**config.mk**
```make
export PLATFORM = sky130hd
export DESIGN_NAME = int_source_dev
export DESIGN_NICKNAME = d
export VERILOG_FILES = /design/src/rtl/int_source_dev.sv
export SDC_FILE = /design/constraint.sdc
export NUM_CORES = 1
export LEC_CHECK = 0
export ABC_AREA = 1
export BUFFER_PORTS_ARGS = -buffer_cell sky130_fd_sc_hd__buf_2
export CORE_ASPECT_RATIO = 0.6
export CORE_MARGIN = 2
export CORE_UTILIZATION = 50
export CTS_BUF_LIST = sky130_fd_sc_hd__clkbuf_4
export DETAILED_ROUTE_END_ITERATION = 12
export PLACE_DENSITY = 0.74
export SLEW_MARGIN = 20
export SYNTH_ARGS = -nofsm -noshare
export SYNTH_HDL_FRONTEND = slang
export SYNTH_SLANG_ARGS = --single-unit
```
**constraint.sdc**
```tcl
create_clock -name clk -period 2.2 [get_ports clk]
set_input_delay 0.11 -clock clk [delete_from_list [all_inputs] [get_ports clk]]
set_output_delay 0.11 -clock clk [all_outputs]
set_load 0.1 [all_outputs]
```
**src/rtl/int_source_dev.sv**
```systemverilog
// ----------------------------------------------------------------------------
// int_source_dev
//
// Memory-mapped interrupt source on the CPU peripheral bus. Raises `interrupt`
// on a one-shot countdown, a periodic countdown, or a match of the CPU
// macroscopic PC. A store of any value to the ACK word clears the request.
//
// Register window (byte offsets from BASE_ADDR):
//   +0x00 ACK/STATUS  W: clear pending   R: {29'b0, busy, EN, pending}
//   +0x04 CTRL        [0] EN, [2:1] MODE, [3] IM
//   +0x08 PRESET      countdown reload value
//   +0x0C COUNT       running count, read-only
//   +0x10 TARGET      PC match address, bits [1:0] always 0
//
// Ports:
//   clk             system clock, rising edge
//   reset           synchronous, active-high reset
//   addr            bus byte address, bits [1:0] ignored
//   byteen          byte write enables, any bit set is a write
//   wdata           write data, byte lanes aligned to byteen
//   rdata           combinational read data for addr
//   macroscopic_pc  CPU macroscopic PC, bits [1:0] ignored
//   interrupt       pending & CTRL.IM
// ----------------------------------------------------------------------------
module int_source_dev #(
    parameter logic [31:0] BASE_ADDR = 32'h0000_7f20
) (
    input  logic        clk,
    input  logic        reset,
    input  logic [31:0] addr,
    input  logic [3:0]  byteen,
    input  logic [31:0] wdata,
    output logic [31:0] rdata,
    input  logic [31:0] macroscopic_pc,
    output logic        interrupt
);

    localparam int NUM_LANES = 4;
    localparam int LANE_W    = 8;

    localparam logic [1:0] MODE_ONESHOT  = 2'b00;
    localparam logic [1:0] MODE_PERIODIC = 2'b01;
    localparam logic [1:0] MODE_PCMATCH  = 2'b10;
    localparam logic [1:0] MODE_RSVD     = 2'b11;

    localparam logic [29:0] BASE_WORD = BASE_ADDR[31:2];

    typedef enum logic [1:0] {
        IDLE  = 2'd0,
        LOAD  = 2'd1,
        CNT   = 2'd2,
        WATCH = 2'd3
    } state_t;

    // ------------------------------------------------------------------
    // State
    // ------------------------------------------------------------------
    state_t      state, state_nx;
    logic        en, im;
    logic [1:0]  mode;
    // Mode captured when the FSM leaves IDLE; later MODE writes (other than
    // to the reserved encoding) only matter once the FSM is back in IDLE.
    logic [1:0]  run_mode, run_mode_nx;
    logic [31:0] preset;
    logic [31:0] count, count_nx;
    logic [31:0] target;
    logic        pending;

    logic        hw_set;     // FSM event: set pending this edge
    logic        hw_clr_en;  // FSM event: clear EN this edge
    logic        abort;
    logic        pc_hit;

    // ------------------------------------------------------------------
    // Bus decode
    // ------------------------------------------------------------------
    logic [29:0] word_addr;
    logic        wr;
    logic        sel_ack, sel_ctrl, sel_preset, sel_count, sel_target;

    assign word_addr  = addr[31:2];
    assign wr         = |byteen;
    assign sel_ack    = (word_addr == BASE_WORD);
    assign sel_ctrl   = (word_addr == BASE_WORD + 30'd1);
    assign sel_preset = (word_addr == BASE_WORD + 30'd2);
    assign sel_count  = (word_addr == BASE_WORD + 30'd3);
    assign sel_target = (word_addr == BASE_WORD + 30'd4);

    logic wr_ack, wr_ctrl, wr_preset, wr_target;
    assign wr_ack    = wr & sel_ack;
    // All CTRL fields live in byte lane 0; a CTRL store without lane 0
    // touches nothing and so does not override a hardware EN clear.
    assign wr_ctrl   = byteen[0] & sel_ctrl;
    assign wr_preset = wr & sel_preset;
    assign wr_target = wr & sel_target;

    // Per-lane write merge for the 32-bit registers.
    logic [31:0] preset_merged, target_merged;

    for (genvar l = 0; l < NUM_LANES; l++) begin : g_lane
        assign preset_merged[l*LANE_W +: LANE_W] =
            byteen[l] ? wdata[l*LANE_W +: LANE_W] : preset[l*LANE_W +: LANE_W];
        assign target_merged[l*LANE_W +: LANE_W] =
            byteen[l] ? wdata[l*LANE_W +: LANE_W] : target[l*LANE_W +: LANE_W];
    end

    // ------------------------------------------------------------------
    // FSM next-state
    // ------------------------------------------------------------------
    assign abort  = !en || (mode == MODE_RSVD);
    assign pc_hit = ({macroscopic_pc[31:2], 2'b00} == target);

    always_comb begin
        state_nx    = state;
        count_nx    = count;
        run_mode_nx = run_mode;
        hw_set      = 1'b0;
        hw_clr_en   = 1'b0;

        case (state)
            IDLE: begin
                if (en) begin
                    if (mode == MODE_ONESHOT || mode == MODE_PERIODIC) begin
                        state_nx    = LOAD;
                        run_mode_nx = mode;
                    end else if (mode == MODE_PCMATCH) begin
                        state_nx    = WATCH;
                        run_mode_nx = mode;
                    end
                end
            end

            LOAD: begin
                if (abort) begin
                    state_nx = IDLE;
                end else begin
                    count_nx = preset;
                    state_nx = CNT;
                end
            end

            CNT: begin
                if (abort) begin
                    state_nx = IDLE;          // COUNT holds
                end else if (count > 32'd1) begin
                    count_nx = count - 32'd1;
                end else begin
                    // COUNT of 0 or 1 terminates, so PRESET=0 acts as 1.
                    count_nx = '0;
                    hw_set   = 1'b1;
                    if (run_mode == MODE_PERIODIC) begin
                        state_nx = LOAD;
                    end else begin
                        hw_clr_en = 1'b1;
                        state_nx  = IDLE;
                    end
                end
            end

            WATCH: begin
                if (abort) begin
                    state_nx = IDLE;
                end else if (pc_hit) begin
                    // Disarm so the same address cannot fire again.
                    hw_set    = 1'b1;
                    hw_clr_en = 1'b1;
                    state_nx  = IDLE;
                end
            end

            default: state_nx = IDLE;
        endcase
    end

    // ------------------------------------------------------------------
    // Registers
    // ------------------------------------------------------------------
    always_ff @(posedge clk) begin
        if (reset) begin
            state    <= IDLE;
            run_mode <= MODE_ONESHOT;
            en       <= 1'b0;
            mode     <= MODE_ONESHOT;
            im       <= 1'b0;
            preset   <= '0;
            count    <= '0;
            target   <= '0;
            pending  <= 1'b0;
        end else begin
            state    <= state_nx;
            run_mode <= run_mode_nx;
            count    <= count_nx;

            // CPU store to CTRL wins over the FSM clearing EN.
            if (wr_ctrl) begin
                en   <= wdata[0];
                mode <= wdata[2:1];
                im   <= wdata[3];
            end else if (hw_clr_en) begin
                en   <= 1'b0;
            end

            if (wr_preset) preset <= preset_merged;
            if (wr_target) target <= {target_merged[31:2], 2'b00};

            // A new event on the same edge as an ACK keeps pending set.
            if (hw_set)      pending <= 1'b1;
            else if (wr_ack) pending <= 1'b0;
        end
    end

    // ------------------------------------------------------------------
    // Outputs
    // ------------------------------------------------------------------
    logic busy;
    assign busy      = (state != IDLE);
    assign interrupt = pending & im;

    always_comb begin
        rdata = '0;
        if (sel_ack)         rdata = {29'b0, busy, en, pending};
        else if (sel_ctrl)   rdata = {28'b0, im, mode, en};
        else if (sel_preset) rdata = preset;
        else if (sel_count)  rdata = count;
        else if (sel_target) rdata = target;
    end

    // Address/PC low bits are ignored by design.
    logic unused_bits;
    assign unused_bits = &{1'b0, addr[1:0], macroscopic_pc[1:0], target_merged[1:0]};

endmodule

```
After elaboration in Yosys (flattened, before gate mapping)
Cells that the tools add are included.
{"block": "op_classes", "add_sub_neg": 1, "multipliers": 0, "n_div": 0, "order_cmp": 1, "n_eq_ne": 19, "shift": 0, "muxes": 34, "n_bitwise": 5, "reduce_logical": 22}
{"op": "two-way mux 32 bit", "count": 8}
{"op": "== test 30 x 13 -> 1 bit (second input constant)", "count": 5}
{"op": "case mux 32 bit (2 select lines)", "count": 1}
{"op": "greater-than comparator 32 x 1 -> 1 bit (second input constant)", "count": 1}
{"op": "subtractor 32 x 1 -> 32 bit (second input constant)", "count": 1}
{"op": "== test 30 bit", "count": 1}
{"op": "two-way mux 2 bit", "count": 10}
{"op": "AND reduction 2 bit", "count": 8}
{"op": "two-way mux 1 bit", "count": 12}
{"op": "nonzero test 2 bit", "count": 5}
{"op": "!= test 3 bit (second input constant)", "count": 3}
{"op": "== test 2 bit (second input constant)", "count": 4}
{"op": "case mux 2 bit (4 select lines)", "count": 1}
{"op": "== test 2 x 1 -> 1 bit (second input constant)", "count": 3}
{"op": "!= test 2 bit (second input constant)", "count": 3}
{"op": "AND reduction 3 bit", "count": 2}
{"op": "bitwise AND 1 bit", "count": 5}
{"op": "zero test 2 bit", "count": 2}
{"op": "case mux 1 bit (2 select lines)", "count": 2}
{"op": "AND reduction 4 bit", "count": 1}
{"op": "OR reduction 4 bit", "count": 1}
{"op": "logical OR 1 bit", "count": 2}
{"op": "zero test 1 bit", "count": 1}
{"block": "totals", "reg_bits": 103, "latch_bits": 0, "ram_bits": 0, "rom_bits": 0, "input_bits": 102, "out_inout_bits": 33, "word_cells": 97, "memories": 0}

Longest topological paths before layout
{"block": "logic_depth", "depth_word": 7, "mapped_depth": 13, "mapped_depth_nobuf": 13}

Worst setup path after synthesis
Ideal clock, no wire load.
{"block": "synth_path", "kind": "input to output", "start": "in addr[21]", "end": "out rdata[10]", "t_arrival_ns": 2.633, "setup_slack_ns": -0.543, "path_stages": 9, "path_buffers": 2, "cell_sequence": "nor2_1 nand4_1 nor2_8 nand3_2 buf_2 buf_6 nand2_1 o21ai_1 a21oi_1"}
{"block": "synth_between", "elab_chain_cells": 6, "elab_cells_between_ends": 10, "classes_between": "eq/ne (5); mux (5)"}
{"item": "start, declared", "line_no": "30", "source": "input logic [31:0] addr,"}
{"item": "== test 30 x 13 -> 1 bit", "line_no": "87", "source": "assign sel_target = (word_addr == BASE_WORD + 30'd4);"}
{"item": "two-way mux 32 bit", "line_no": "225", "source": "else if (sel_target) rdata = target;"}
{"item": "two-way mux 32 bit", "line_no": "224", "source": "else if (sel_count) rdata = count;"}
{"item": "two-way mux 32 bit", "line_no": "223", "source": "else if (sel_preset) rdata = preset;"}
{"item": "two-way mux 32 bit", "line_no": "222", "source": "else if (sel_ctrl) rdata = {28'b0, im, mode, en};"}
{"item": "two-way mux 32 bit (*)", "line_no": "221", "source": "if (sel_ack) rdata = {29'b0, busy, en, pending};"}
{"item": "end, declared", "line_no": "33", "source": "output logic [31:0] rdata,"}
Every way passes the cells marked *; elsewhere a longest branch is shown, timed or not.

Worst setup path after layout
{"block": "layout_path", "start": "reg count[0]", "end": "reg count[6]"}
{"block": "layout_between", "elab_chain_cells": 4, "elab_cells_between_ends": 5, "classes_between": "add/sub (1); order compare (1); mux (3)"}
{"item": "start, declared", "line_no": "65", "source": "logic [31:0] count, count_nx;"}
{"item": "start signal, assigned", "line_no": "192", "source": "count <= count_nx;"}
{"item": "subtractor 32 x 1 -> 32 bit or greater-than comparator 32 x 1 -> 1 bit (tied branches)", "line_no": "146, 145"}
{"item": "two-way mux 32 bit (*)", "line_no": "145", "source": "end else if (count > 32'd1) begin"}
{"item": "two-way mux 32 bit (*)", "line_no": "143", "source": "if (abort) begin"}
{"item": "case mux 32 bit (2 select lines) (*)", "line_no": "120", "source": "case (state)"}
Every way passes the cells marked *; elsewhere a longest branch is shown, timed or not. The select of a mux whose other input is x is not followed.
A chain may end at the register's enable or synchronous reset.

==> metrics <==
result of the run=finished clean; Inst Count DP=1368; final count of pins violating max slew=0; source-to-sink clock delay at the later pin of the worst-skew pair=between 0.4 and 0.5 ns; post-layout instance area=~8600 um2; maximum vdd ir drop=between 0.0002 and 0.00025 V; DR pass1 iterations=5; classification of the worst-slack hold path=in2reg; number of failing hold endpoints at the final stage=0; area growth from synthesis to layout=27.9%; Buffers on Ports=130; clock sink count=103; Max-slew headroom=between 60% and 70%; detailed-route wire length per cell=around 16 um; dominant combinational cell family by area after synthesis=simple AND/OR/NAND/NOR gates; r2r setup slk=0.18 ns; count of synthesis-stage warnings from yosys=0; startpoint class of the critical path=flop; leading cell type in the layout, fill and taps excluded=sky130_fd_sc_hd__nand2_1; GRT Residual Overflow=0; Site Rows=32; via count of the first global-routing pass=6850; core region area=13000 um2; CTS HTree Levels=3; number of nets in the layout=1345; Die Width=154 um; Setup WS post-layout=0.179 ns; DRC violations left=0; most frequent cells in the layout=234 x sky130_fd_sc_hd__nand2_1, 156 x sky130_fd_sc_hd__nor2_1, 117 x sky130_fd_sc_hd__inv_1; ratio of cells with drive above 1 in the final layout=a little under a fifth; critical path data arrival time=2.42 ns; wire length of the first global-routing pass=between 30000 and 40000 um; Synth Instances=1100; portion of netlist area occupied by mux cells=0%; number of DRC violations after detailed-routing iteration 0=966; Ports=135; average vias per placed instance=5.58; Most Frequent Cell on Critical Path=sky130_fd_sc_hd__nand2_1; path type of the worst setup path=reg2reg; mean instance size in the synthesized netlist=6.13 um2; post-detailed-route count of antenna-violating nets=0; clock root buffer=sky130_fd_sc_hd__clkbuf_4; pre-CTS setup slack=~0.14 ns; Pleak=4.06 nW; cell with the largest stage delay on the worst path=sky130_fd_sc_hd__dfxtp_1; setup repair after global routing missed its margin=false; clock-pin slew of the registers on the worst-case setup and hold paths=approximately 0.19 ns; share of the core filled with cells=between 60% and 70%; Setup TNS Final=0 ns; buffers from clock root to sink, at most=2; total cell area at the placement stage=approximately 8000 um2; Pwr Density=372 nW/um2; global routing usage summed across all routing layers=32.5%; detailed-route via count=7905; cells traversed along the worst timing path=inv_1, ha_1, nand2_2, nor2_4, nand2_4, nand2_1, nand2_1, nand2_1, inv_2, buf_12, nand3_1, a21oi_1; combined area of all synthesized cells=between 6000 and 7000 um2; final worst clock skew=0.0170 ns; sequential-to-total area share from yosys stat=30.6%; shortest clock period the worst path allows after layout=2.02 ns; FF+latch count, synth=103; die boundary height=94.0 um; final cycle utilization of the critical path=91.9%; TritonCTS Buffers=9; largest net degree at the start of global routing=69; maximum single-stage delay on the critical path=0.42 ns; Syn Nets=around 1200; area share of fa/ha/maj cells after synthesis=0.371%; area share of and/or/nand/nor cells after synthesis=between 30% and 40%; final standard cell count with taps included and fillers excluded=1416; Cell variety after synth=38; Least-Margin Pin Slew=0.543 ns; max-cap viol count=0; post-detailed-placement half-perimeter wirelength=17200 um; sum of routed wire length over all layers=23100 um; cell taking the most area after synthesis=sky130_fd_sc_hd__dfxtp_1; required time at the worst-slack endpoint=roughly 2.6 ns; Post CTS Setup Buffer Count=0; fraction of synthesized cell area taken by the top area cell type=30.6%; TritonCTS clock tree=done; maximum frequency from static timing analysis=0.495 GHz; die footprint=14500 um2; largest cells by area after synthesis=sky130_fd_sc_hd__dfxtp_1 31%, sky130_fd_sc_hd__nand2_1 13%, sky130_fd_sc_hd__a21oi_1 9.8%; kind of end point of the critical path=flop; synthesized-area fraction occupied by ao, oa, aoi and oai cells=20.1%; maximum fanout encountered on the critical timing path=18; antenna violations before repair=0; final setup fails=0; final RePlAce weighted congestion=0.949; # diodes=0; starting density of the core=about half; XOR/XNOR Fraction of Synth Area=3.89%
==> registers in the layout, indices dropped and copies added, names as in the netlist <==
signal    cells
preset       32
count        32
run_mode      2
target       30
en            1
pending       1
state         2
mode          2
im            1
==> cells in the mapped netlist <==
master,n
sky130_fd_sc_hd__inv_1,117
sky130_fd_sc_hd__clkbuf_2,1
sky130_fd_sc_hd__nor2_1,159
sky130_fd_sc_hd__nor2_8,2
sky130_fd_sc_hd__nor2_2,4
sky130_fd_sc_hd__nand2_4,6
sky130_fd_sc_hd__o211ai_1,1
sky130_fd_sc_hd__buf_2,16
sky130_fd_sc_hd__o22ai_1,4
sky130_fd_sc_hd__xnor2_1,16
sky130_fd_sc_hd__nor3_1,5
sky130_fd_sc_hd__nor3_2,1
sky130_fd_sc_hd__nand2_2,2
sky130_fd_sc_hd__buf_6,5
sky130_fd_sc_hd__nand3_1,55
sky130_fd_sc_hd__nor2_4,3
sky130_fd_sc_hd__a21oi_1,132
sky130_fd_sc_hd__nand4_1,44
sky130_fd_sc_hd__o21bai_1,1
sky130_fd_sc_hd__clkinv_1,1
sky130_fd_sc_hd__nor4_4,1
sky130_fd_sc_hd__o21a_1,3
sky130_fd_sc_hd__ha_1,2
sky130_fd_sc_hd__buf_4,1
sky130_fd_sc_hd__xor2_1,14
sky130_fd_sc_hd__o21ai_0,106
sky130_fd_sc_hd__or2_2,5
sky130_fd_sc_hd__a211oi_1,2
sky130_fd_sc_hd__clkbuf_1,32
sky130_fd_sc_hd__nand3b_1,1
sky130_fd_sc_hd__inv_2,3
sky130_fd_sc_hd__a31o_2,2
sky130_fd_sc_hd__nor4_1,1
sky130_fd_sc_hd__nand2_1,235
sky130_fd_sc_hd__nand3_2,1
sky130_fd_sc_hd__dfxtp_1,103
sky130_fd_sc_hd__o21ai_1,12
sky130_fd_sc_hd__a21oi_2,1
==> logic make-up after synthesis <==
logic type	after synthesis
AO/OA/AOI/OAI	264
adder cells (fa/ha/maj)	2
XOR/XNOR	30
flip-flops	103
buffers and inverters	176
AND/OR/NAND/NOR	525
==> power by group <==
part / switching (W) / internal [W] / leakage (nW)
Combinational: 0.000175 / 0.000138 / 3.15
Clock: 0.000750 / 0.000271 / 0.0771
Sequential: 0.00000119 / 0.00187 / 0.829
Total: 0.000926 / 0.00228 / 4.06
==> path summary, 6_finish.rpt <==
path              from   endpoint  cells past startpoint
max           count[0]   count[6]                     12
min          byteen[0]  target[7]                      3
max reg2reg   count[0]   count[6]                     12
min reg2reg         im         im                      2
==> layer usage <==
metal  track usage, %  routed length (um)  part of all wire [%]
met1             51.0               10800                    47
met2             42.9                8730                    38
met3             10.3                3390                    15
met4             3.89                 163                  0.71
met5                0                   0                     0
==> critical path: cells and delay by family, from the launching register on <==
kind / cells / cell delay, ns
compound gates: 1 / 0.17
fa+ha+maj: 1 / 0.25
buf+inv: 3 / 0.41
flops: 1 / 0.42
simple gates: 7 / 0.69
==> what timing repair did <==
item | 4_1_cts | 5_1_grt
endpoints found under the setup margin | 0 | 3
gates resized for setup | 0 | 3
hold buffers | 32 | 0
hold endpoints to repair | 64 | 0
==> metrics by stage <==
| step | total power (W) | hold slack, ns |
|---|---|---|
| global placement | 0.00217 | 0.356 |
| global route | 0.00330 | 0.0227 |
| floorplan | 0.00203 | 0.245 |
| detailed placement | 0.00217 | 0.367 |
| CTS | 0.00319 | 0.0155 |
| finish | 0.00321 | 0.0279 |
==> layout make-up <==
type | count | area (um2)
well taps | 170 | 213
clock inverters | 7 | 71.3
multi-input cells | 821 | 4060
flip-flops and latches | 103 | 2060
fillers | 1174 | 4380
clock buffers | 9 | 67.6
repair buffers | 185 | 1700
inverters | 121 | 454
Note: power is estimated with default switching activity, not from simulation.
